`src/rtl/cache_mem_ctrl_if.sv`:
```
// Command/response and memory-port bundle shared by the cache FSM, the
// line-transfer engine and the memory side.
interface cache_mem_ctrl_if #(
  parameter int unsigned PA_WIDTH  = 32,
  parameter int unsigned MEM_WIDTH = 32,
  parameter int unsigned BLK_BITS  = 128
);
  logic                 req_valid;
  logic                 req_ready;
  logic                 req_wb;
  logic                 req_fill;
  logic [PA_WIDTH-1:0]  wb_addr;
  logic [BLK_BITS-1:0]  wb_data;
  logic [PA_WIDTH-1:0]  fill_addr;
  logic                 done;
  logic                 err;
  logic [BLK_BITS-1:0]  fill_data;
  logic                 mem_req;
  logic                 mem_we;
  logic [PA_WIDTH-1:0]  mem_addr;
  logic [MEM_WIDTH-1:0] mem_wr_data;
  logic                 mem_ack;
  logic [MEM_WIDTH-1:0] mem_rd_data;

  modport slave (
    input  req_valid, req_wb, req_fill, wb_addr, wb_data, fill_addr, mem_ack, mem_rd_data,
    output req_ready, done, err, fill_data, mem_req, mem_we, mem_addr, mem_wr_data
  );

  modport master (
    output req_valid, req_wb, req_fill, wb_addr, wb_data, fill_addr, mem_ack, mem_rd_data,
    input  req_ready, done, err, fill_data, mem_req, mem_we, mem_addr, mem_wr_data
  );
endinterface

```
`src/rtl/cache_mem_ctrl.sv`:
```
// Line-transfer engine: optional victim writeback then optional block fill,
// moved as sequential beats over a single-outstanding req/ack memory port.
module cache_mem_ctrl #(
  parameter int unsigned PA_WIDTH  = 32,
  parameter int unsigned MEM_WIDTH = 32,
  parameter int unsigned BLK_BITS  = 128,
  parameter int unsigned TIMEOUT   = 16
) (
  input logic             clk,
  input logic             rst_n,
  cache_mem_ctrl_if.slave bus
);
  localparam int unsigned BEATS      = BLK_BITS / MEM_WIDTH;
  localparam int unsigned BEAT_BYTES = MEM_WIDTH / 8;
  localparam int unsigned OFF_BITS   = $clog2(BLK_BITS / 8);
  localparam int unsigned BEAT_W     = (BEATS > 1) ? $clog2(BEATS) : 1;
  localparam int unsigned TMO_W      = $clog2(TIMEOUT);
  localparam logic [BEAT_W-1:0]   LAST_BEAT = BEAT_W'(BEATS - 1);
  localparam logic [TMO_W-1:0]    TMO_LAST  = TMO_W'(TIMEOUT - 1);
  localparam logic [PA_WIDTH-1:0] OFF_MASK  = PA_WIDTH'((64'd1 << OFF_BITS) - 64'd1);

  typedef enum logic [1:0] {IDLE, WB, FILL, FIN} state_e;

  state_e               state_q, state_d;
  logic [BEAT_W-1:0]    beat_q, beat_d;
  logic [TMO_W-1:0]     tmo_q, tmo_d;
  logic [PA_WIDTH-1:0]  wb_addr_q, wb_addr_d;
  logic [PA_WIDTH-1:0]  fill_addr_q, fill_addr_d;
  logic [BLK_BITS-1:0]  wb_data_q, wb_data_d;
  logic                 fill_en_q, fill_en_d;
  logic [BLK_BITS-1:0]  fill_data_q, fill_data_d;
  logic                 req_ready_q, req_ready_d;
  logic                 done_q, done_d;
  logic                 err_q, err_d;
  logic                 mem_req_q, mem_req_d;
  logic                 mem_we_q, mem_we_d;
  logic [PA_WIDTH-1:0]  mem_addr_q, mem_addr_d;
  logic [MEM_WIDTH-1:0] mem_wr_data_q, mem_wr_data_d;
  logic                 beat_ack_c;

  // Next-state, beat bookkeeping and next values of the registered outputs.
  always_comb begin
    state_d       = state_q;
    beat_d        = beat_q;
    tmo_d         = tmo_q;
    wb_addr_d     = wb_addr_q;
    fill_addr_d   = fill_addr_q;
    wb_data_d     = wb_data_q;
    fill_en_d     = fill_en_q;
    fill_data_d   = fill_data_q;
    err_d         = 1'b0;
    beat_ack_c    = mem_req_q && bus.mem_ack;

    unique case (state_q)
      IDLE: begin
        if (bus.req_valid && req_ready_q) begin
          wb_addr_d   = bus.wb_addr & ~OFF_MASK;
          fill_addr_d = bus.fill_addr & ~OFF_MASK;
          wb_data_d   = bus.wb_data;
          fill_en_d   = bus.req_fill;
          beat_d      = '0;
          tmo_d       = '0;
          if (bus.req_wb) begin
            state_d = WB;
          end else if (bus.req_fill) begin
            state_d     = FILL;
            fill_data_d = '0;
          end else begin
            state_d = FIN;
          end
        end
      end
      WB, FILL: begin
        if (beat_ack_c) begin
          if (state_q == FILL) begin
            fill_data_d[beat_q*MEM_WIDTH +: MEM_WIDTH] = bus.mem_rd_data;
          end
          tmo_d = '0;
          if (beat_q == LAST_BEAT) begin
            beat_d = '0;
            if (state_q == WB && fill_en_q) begin
              state_d     = FILL;
              fill_data_d = '0;
            end else begin
              state_d = FIN;
            end
          end else begin
            beat_d = beat_q + BEAT_W'(1);
          end
        end else if (tmo_q == TMO_LAST) begin
          // Stalled beat: abandon the rest of the command.
          state_d = FIN;
          err_d   = 1'b1;
          tmo_d   = '0;
          beat_d  = '0;
        end else begin
          tmo_d = tmo_q + TMO_W'(1);
        end
      end
      FIN: state_d = IDLE;
    endcase

    req_ready_d   = (state_d == IDLE);
    done_d        = (state_d == FIN);
    mem_req_d     = (state_d == WB) || (state_d == FILL);
    mem_we_d      = (state_d == WB);
    mem_addr_d    = '0;
    mem_wr_data_d = '0;
    if (mem_req_d) begin
      mem_addr_d = ((state_d == WB) ? wb_addr_d : fill_addr_d)
                 + PA_WIDTH'(beat_d) * PA_WIDTH'(BEAT_BYTES);
    end
    if (state_d == WB) begin
      mem_wr_data_d = wb_data_d[beat_d*MEM_WIDTH +: MEM_WIDTH];
    end
  end

  always_ff @(posedge clk or negedge rst_n) begin
    if (!rst_n) begin
      state_q       <= IDLE;
      beat_q        <= '0;
      tmo_q         <= '0;
      wb_addr_q     <= '0;
      fill_addr_q   <= '0;
      wb_data_q     <= '0;
      fill_en_q     <= 1'b0;
      fill_data_q   <= '0;
      req_ready_q   <= 1'b1;
      done_q        <= 1'b0;
      err_q         <= 1'b0;
      mem_req_q     <= 1'b0;
      mem_we_q      <= 1'b0;
      mem_addr_q    <= '0;
      mem_wr_data_q <= '0;
    end else begin
      state_q       <= state_d;
      beat_q        <= beat_d;
      tmo_q         <= tmo_d;
      wb_addr_q     <= wb_addr_d;
      fill_addr_q   <= fill_addr_d;
      wb_data_q     <= wb_data_d;
      fill_en_q     <= fill_en_d;
      fill_data_q   <= fill_data_d;
      req_ready_q   <= req_ready_d;
      done_q        <= done_d;
      err_q         <= err_d;
      mem_req_q     <= mem_req_d;
      mem_we_q      <= mem_we_d;
      mem_addr_q    <= mem_addr_d;
      mem_wr_data_q <= mem_wr_data_d;
    end
  end

  assign bus.req_ready   = req_ready_q;
  assign bus.done        = done_q;
  assign bus.err         = err_q;
  assign bus.fill_data   = fill_data_q;
  assign bus.mem_req     = mem_req_q;
  assign bus.mem_we      = mem_we_q;
  assign bus.mem_addr    = mem_addr_q;
  assign bus.mem_wr_data = mem_wr_data_q;
endmodule

```
`src/flat_wrapper.sv`:
```
// flat-port wrapper written by rule: the top's interface ports become plain ports
module cache_mem_ctrl_flat 
#(
  parameter int unsigned PA_WIDTH  = 32,
  parameter int unsigned MEM_WIDTH = 32,
  parameter int unsigned BLK_BITS  = 128,
  parameter int unsigned TIMEOUT   = 16
)
  (clk, rst_n, bus_req_valid, bus_req_wb, bus_req_fill, bus_wb_addr, bus_wb_data, bus_fill_addr, bus_mem_ack, bus_mem_rd_data, bus_req_ready, bus_done, bus_err, bus_fill_data, bus_mem_req, bus_mem_we, bus_mem_addr, bus_mem_wr_data);
  cache_mem_ctrl_if #(.PA_WIDTH(PA_WIDTH), .MEM_WIDTH(MEM_WIDTH), .BLK_BITS(BLK_BITS)) bus_i ();
  input logic clk;
  input logic rst_n;
  input wire logic [$bits(bus_i.req_valid)-1:0] bus_req_valid;
  input wire logic [$bits(bus_i.req_wb)-1:0] bus_req_wb;
  input wire logic [$bits(bus_i.req_fill)-1:0] bus_req_fill;
  input wire logic [$bits(bus_i.wb_addr)-1:0] bus_wb_addr;
  input wire logic [$bits(bus_i.wb_data)-1:0] bus_wb_data;
  input wire logic [$bits(bus_i.fill_addr)-1:0] bus_fill_addr;
  input wire logic [$bits(bus_i.mem_ack)-1:0] bus_mem_ack;
  input wire logic [$bits(bus_i.mem_rd_data)-1:0] bus_mem_rd_data;
  output wire logic [$bits(bus_i.req_ready)-1:0] bus_req_ready;
  output wire logic [$bits(bus_i.done)-1:0] bus_done;
  output wire logic [$bits(bus_i.err)-1:0] bus_err;
  output wire logic [$bits(bus_i.fill_data)-1:0] bus_fill_data;
  output wire logic [$bits(bus_i.mem_req)-1:0] bus_mem_req;
  output wire logic [$bits(bus_i.mem_we)-1:0] bus_mem_we;
  output wire logic [$bits(bus_i.mem_addr)-1:0] bus_mem_addr;
  output wire logic [$bits(bus_i.mem_wr_data)-1:0] bus_mem_wr_data;
  assign bus_i.req_valid = bus_req_valid;
  assign bus_i.req_wb = bus_req_wb;
  assign bus_i.req_fill = bus_req_fill;
  assign bus_i.wb_addr = bus_wb_addr;
  assign bus_i.wb_data = bus_wb_data;
  assign bus_i.fill_addr = bus_fill_addr;
  assign bus_i.mem_ack = bus_mem_ack;
  assign bus_i.mem_rd_data = bus_mem_rd_data;
  assign bus_req_ready = bus_i.req_ready;
  assign bus_done = bus_i.done;
  assign bus_err = bus_i.err;
  assign bus_fill_data = bus_i.fill_data;
  assign bus_mem_req = bus_i.mem_req;
  assign bus_mem_we = bus_i.mem_we;
  assign bus_mem_addr = bus_i.mem_addr;
  assign bus_mem_wr_data = bus_i.mem_wr_data;
  cache_mem_ctrl #(.PA_WIDTH(PA_WIDTH), .MEM_WIDTH(MEM_WIDTH), .BLK_BITS(BLK_BITS), .TIMEOUT(TIMEOUT)) u_core (.clk(clk), .rst_n(rst_n), .bus(bus_i));
endmodule
```
`config.mk`:
```
export PLATFORM = sky130hd
export DESIGN_NAME = cache_mem_ctrl_flat
export DESIGN_NICKNAME = d
export VERILOG_FILES = /design/src/rtl/cache_mem_ctrl_if.sv /design/src/rtl/cache_mem_ctrl.sv /design/src/flat_wrapper.sv
export SDC_FILE = /design/constraint.sdc
export NUM_CORES = 1
export LEC_CHECK = 0
export BUFFER_PORTS_ARGS = -buffer_cell sky130_fd_sc_hd__buf_2
export CAP_MARGIN = 20
export CELL_PAD_IN_SITES_DETAIL_PLACEMENT = 0
export CELL_PAD_IN_SITES_GLOBAL_PLACEMENT = 1
export CORE_MARGIN = 1.5
export CORE_UTILIZATION = 37
export CTS_CLUSTER_DIAMETER = 150
export DETAILED_ROUTE_END_ITERATION = 6
export PLACE_DENSITY = 0.86
export SLEW_MARGIN = 5
export SYNTH_ARGS = -nofsm -noshare
export SYNTH_HDL_FRONTEND = slang
export SYNTH_SLANG_ARGS = --single-unit
```
`constraint.sdc`:
```
create_clock -name clk -period 5.14 [get_ports clk]
set_input_delay 0.514 -clock clk [delete_from_list [all_inputs] [get_ports clk]]
set_output_delay 0.514 -clock clk [all_outputs]
set_load 0.03 [all_outputs]
```
# After elaboration in Yosys (flattened, before gate mapping)
# Index checks and enable logic that the tools add are counted.
[op_classes]
add_sub_neg = 4
n_reduce_logical = 11
mux = 38
shift = 3
eq_ne = 12
[ops]
columns = ["op", "n"]
rows = [
  ["$mux W128", 9],
  ["$pmux W128 S2", 1],
  ["$mux W32", 7],
  ["$bwmux W128", 1],
  ["$shift A32 B34 Y128 const A", 1],
  ["$shiftx A128 B8 Y32", 1],
  ["$shiftx A32 B34 Y128", 1],
  ["$neg A7 Y34", 1],
  ["$add A32 B4 Y32", 1],
  ["$mux W2", 9],
  ["$mux W4", 3],
  ["$eq A2 B2 Y1 const B", 5],
  ["$pmux W4 S2", 1],
  ["$pmux W2 S3", 1],
  ["$mux W1", 5],
  ["$reduce_and A5 Y1", 1],
  ["$add A4 B1 Y4 const B", 1],
  ["$eq A2 B1 Y1 const B", 2],
  ["$eq A4 B4 Y1 const B", 1],
  ["$logic_not A2 Y1", 2],
  ["$ne A2 B1 Y1 const B", 2],
  ["$ne A2 B2 Y1 const B", 2],
  ["$pmux W2 S2", 1],
  ["$reduce_and A2 Y1", 2],
  ["other kinds (5)", 7],
]
[word_totals]
ff_bits = 398
inputBits = 230
out_inout_bits = 197
elab_cells = 83

# Depth between registers and ports, before layout
[logic_depth]
word_depth = 10
mapped_depth = 28
mapped_depth_nobuf = 15

# Least setup slack after synthesis
# Ideal clock, no wire load.
[synth_path]
kind = "reg2reg"
startpoint = "register u_core.state_q[1]"
endpoint = "register u_core.mem_addr_q[20], in the netlist u_core.bus.mem_addr[20]"
setup_time_ns = 0.078
setup_slack_ns = -0.468
required_time_ns = 5.062
stages_incl_launch_ff = 28
t_arrival_ns = 5.530
period_less_slack_ns = 5.608
path_buffers = 13
path_cell_list = "dfrtp_1 -> inv_1 -> ha_1 -> and3_1 -> buf_6 -> buf_2 -> buf_6 -> buf_8 -> buf_6 -> buf_4 -> buf_4 -> nand2_1 -> o31a_1 -> inv_1 -> ha_1 -> buf_2 -> buf_2 -> buf_2 -> buf_2 -> buf_2 -> buf_1 -> mux2_2 -> ha_1 -> fa_1 -> nand3_2 -> or4_4 -> or3_1 -> a21oi_1"
[synth_between]
elab_chain_len = 10
word_cells_on_any_way = 21
cone_classes = "1 x add/sub; 5 x eq/ne; 11 x mux; 4 x reduce/logical"
[synth_lines]
columns = ["element", "line_no", "text"]
rows = [
  ["start, declared", "cache_mem_ctrl.sv:24", "state_e state_q, state_d;"],
  ["start signal, assigned", "cache_mem_ctrl.sv:136", "state_q <= state_d;"],
  ["$eq A2 B1 Y1", "cache_mem_ctrl.sv:54, cache_mem_ctrl.sv:81", ""],
  ["$logic_and A1 B1 Y1", "cache_mem_ctrl.sv:81", "if (state_q == WB && fill_en_q) begin"],
  ["$mux W1", "cache_mem_ctrl.sv:81", ""],
  ["$mux W2", "cache_mem_ctrl.sv:79", "if (beat_q == LAST_BEAT) begin"],
  ["$mux W2", "cache_mem_ctrl.sv:74", "if (beat_ack_c) begin"],
  ["$pmux W2 S3 *", "cache_mem_ctrl.sv:54", "unique case (state_q)"],
  ["via u_core.state_d[0]", "cache_mem_ctrl.sv:24", ""],
  ["$eq A2 B1 Y1 *", "n/a", ""],
  ["via u_core.mem_we_d", "cache_mem_ctrl.sv:36", "logic mem_we_q, mem_we_d;"],
  ["$mux W32", "cache_mem_ctrl.sv:110", "mem_addr_d = ((state_d == WB) ? wb_addr_d : fill_addr_d)"],
  ["$add A32 B4 Y32", "cache_mem_ctrl.sv:111", "+ PA_WIDTH'(beat_d) * PA_WIDTH'(BEAT_BYTES);"],
  ["$mux W32 *", "cache_mem_ctrl.sv:109", "if (mem_req_d) begin"],
  ["via u_core.mem_addr_d[20]", "cache_mem_ctrl.sv:37", "logic [PA_WIDTH-1:0] mem_addr_q, mem_addr_d;"],
  ["end signal, assigned", "cache_mem_ctrl.sv:149", "mem_addr_q <= mem_addr_d;"],
  ["end, declared", "cache_mem_ctrl.sv:37", ""],
]
# Mark *: on every way through the listed nets, which the timed path passes. The rest lies on a longest branch.
# A chain may end at the register's enable or synchronous reset.

# Worst setup path after layout
[layout_path]
startpoint = "register u_core.state_q[0]"
endpoint = "register u_core.mem_addr_q[27], in the netlist u_core.bus.mem_addr[27]"
# Same word-level chain as after synthesis.

==> reports/metrics.cfg <==
[outcome]
status=finished clean

[logic_synthesis]
yosysMostFrequentCell=nand2_1
yosysTopAreaCell=dfrtp_1
synth_top_area_share_pct=56.2
avgSynthCellArea_sq_um=9.34
yosysSeqAreaShare_pct=56.3
synth_area_leaders=dfrtp_1 56%, nand2_1 14%, nand3_1 4.2%, a21oi_1 3.9%, a311oi_1 3.3%
syn_nets=2140
synth_commonest_cells=676 x nand2_1, 397 x dfrtp_1, 150 x nand3_1
synthArstFlopShare_pct=100
synth.distinct_cells=58
synth_edf_count=0
yosys_register_bits=398
yosysWarnings=0
synthCells=1893
synth_top_flop_cell=dfrtp_1
synthesis.area_sq_mm=0.0177

[clocking]
cts_sinks=398
cts_buffers=44
htreeDepth=2
clock_path_buffers=3
cts_setup_buffers=0
ctsHoldBuffers=0
cts_root_buf=clkbuf_16
clkTransAtPathRegs_ns=0.06
cts_resized=0
clk-insertion-delay-late_ns=0.57
cts_tree=done

[setup_path]
crit_family=compound AO/OA/AOI/OAI gates
cp-end-kind=register
cp_cell_sequence=inv_1 > ha_2 > a21boi_0 > nor3_1 > o31a_1 > inv_1 > ha_4 > mux2_2 > ha_1 > a21o_1 > nand3_1 > nor4_4 > a31oi_1 > a41o_1
max_stage_delay_ns=0.62
cpMostUsedCell=inv_1
critical_path_buf_inv_count=2
worst_ep_required_time_ns=5.60
crit_path_max_fanout=25
critPathLaunchType=register
cp_data_arrival_time_ns=5.05
path_class=register to register
slowest_stage=nor4_4

[power_and_ir_drop]
clkPwrFrac_pct=24.7
powerDensity_mw_per_mm2=579
fin_total_pwr_mw=12.6
p_seq_share_pct=36.2
leakagePower_nw=11.0
switchingPower_mw=5.04
p_sw_share_pct=40.0
p_int_mw=7.57
ir_worst_vdd_mv=0.339
power_frac_comb_pct=39.1

[final_layout]
syn2layout_area_growth_pct=23.1
fin_area_sq_mm=0.0218
instances_no_fill=2905
fin_nets=2501
drive_gt1_share_pct=25.5

[detailed_routing]
drtIter0Drc=1620
wl_um=53800
ant_nets=0
drcViolationCount=0
first_pass_iters=6
vias=15309
via_per_inst=5.27
detail_route.wl_per_cell_um=18.5

[die]
coreArea_sq_mm=0.0469
start_util_pct=37.7
ioPinCount=427
die_area_sq_mm=0.0491
row_count=79
chipHeight_um=222
die_w_um=222

[timing]
fin_skew_ns=0.0183
rsz0062_at_grt=false
maxSlewHeadroom_pct=33.7
setup_viol=0
timing.final.crit_share_pct=89.4
worst_pin_slew_ns=0.992
slew_violations=0
hold_viol=0
fmaxAchievable_mhz=218
setup_tns_ns=0
post-route-min-period_ns=4.59

[flow_run]
maxCapViolCount=0

[global_route]
antenna_found_initial=15
grt.total_usage_pct=21.5
grt_pass1_wl_um=84600
grt_max_degree=155
first_global_vias=15016
grt_overflow=0

[place]
routabilityCongestion=0.859
dp.cells=2815
dp_hpwl_um=35600
dpl_cell_area_sq_mm=0.0203
port_buffers=418

[hold_path]
min_path_type=primary input to asynchronous set/reset pin

## power groups by stage
stage	Combinational, mW	Sequential (mW)	Clock (mW)
6_report	4.93	4.56	3.11
4_1_cts	4.94	4.56	3.18
2_1_floorplan	2.99	5.12	0
5_1_grt	5.44	4.67	3.31
3_3_place_gp	4.81	4.56	0
3_5_place_dp	4.92	4.60	0
## worst paths after layout
path	from	cells after the start	end	slack [ns]
setup / recovery	u_core.state_q[0]	14	u_core.bus.mem_addr[27]	0.55
hold reg to reg	u_core.wb_data_q[116]	2	u_core.wb_data_q[116]	0.47
setup reg to reg	u_core.state_q[0]	14	u_core.bus.mem_addr[27]	0.55
hold / removal	rst_n	1	u_core.bus.fill_data[62]	0.02
min in group clk	bus_wb_data[32]	3	u_core.wb_data_q[32]	0.16
max in group asynchronous	rst_n	2	u_core.bus.fill_data[50]	3.82
## metal layers
| metal | vias up | share of wire [%] | track usage (%) | wire, um |
|---|---|---|---|---|
| met4 | 10 | 2.6 | 8.06 | 1400 |
| met2 | 614 | 48 | 34.4 | 25700 |
| li1 | 7106 | - | - | - |
| met3 | 95 | 7.1 | 4.33 | 3810 |
| met5 | - | 0.11 | 0 | 61 |
| met1 | 7484 | 42 | 28.9 | 22900 |
## cells by family (layout without fill, tap and decap cells)
group / count (synthesis) / after routing / synth area share (%)
buffers and inverters: 149 / 543 / 3.77
xor gates and xnor gates: 13 / 13 / 0.644
adders and majority gates: 17 / 17 / 1.25
AOI/OAI and AO/OA: 279 / 279 / 10.4
DFF: 398 / 398 / 56.3
muxes: 52 / 52 / 4.14
and+or+nand+nor: 985 / 985 / 23.4
other: 0 / 11 / 0
## area by class of cell
cell class,instances,area (sq um)
repair buffers,450,2390
multi-input cells,1346,7130
inverters,14,52.6
diodes,11,27.5
fillers,4558,25100
well taps,607,759
clock buffers,67,1310
clock inverters,12,124
flip-flops and latches,398,9960
## flip-flops by register name, indices dropped and copies added, names as in the netlist
register	cells
u_core.bus.fill_data	128
u_core.wb_data_q	128
u_core.bus.mem_addr	32
u_core.bus.mem_wr_data	32
u_core.fill_addr_q	32
u_core.wb_addr_q	32
u_core.tmo_q	4
u_core.beat_q	2
u_core.state_q	2
u_core.bus.done	1
u_core.bus.err	1
u_core.bus.mem_req	1
u_core.bus.mem_we	1
u_core.bus.req_ready	1
u_core.fill_en_q	1
## per-stage QoR
step | utilization [%] | hold WS [ns] | worst slack [ns]
after detailed placement | 43.3 | 0.457 | 0.595
after floorplan | - | 0.218 | 0.0139
after CTS | 46.4 | 0.0389 | 0.544
after global placement | 43.3 | 0.450 | 0.750
after global routing | 46.4 | 0.0879 | 0.127
final | 46.4 | 0.0165 | 0.546
## cells in the final DEF (no fill, tap or decap), drive strengths merged, types with 16 or more instances in the layout
master	instances
o21a	34
a311oi	67
mux2	26
and2	17
dfrtp	397
nand3	151
nor2	90
nand2	676
clkbuf	67
ha	16
buf	450
a21oi	138
Power figures use the tool's default switching activity.
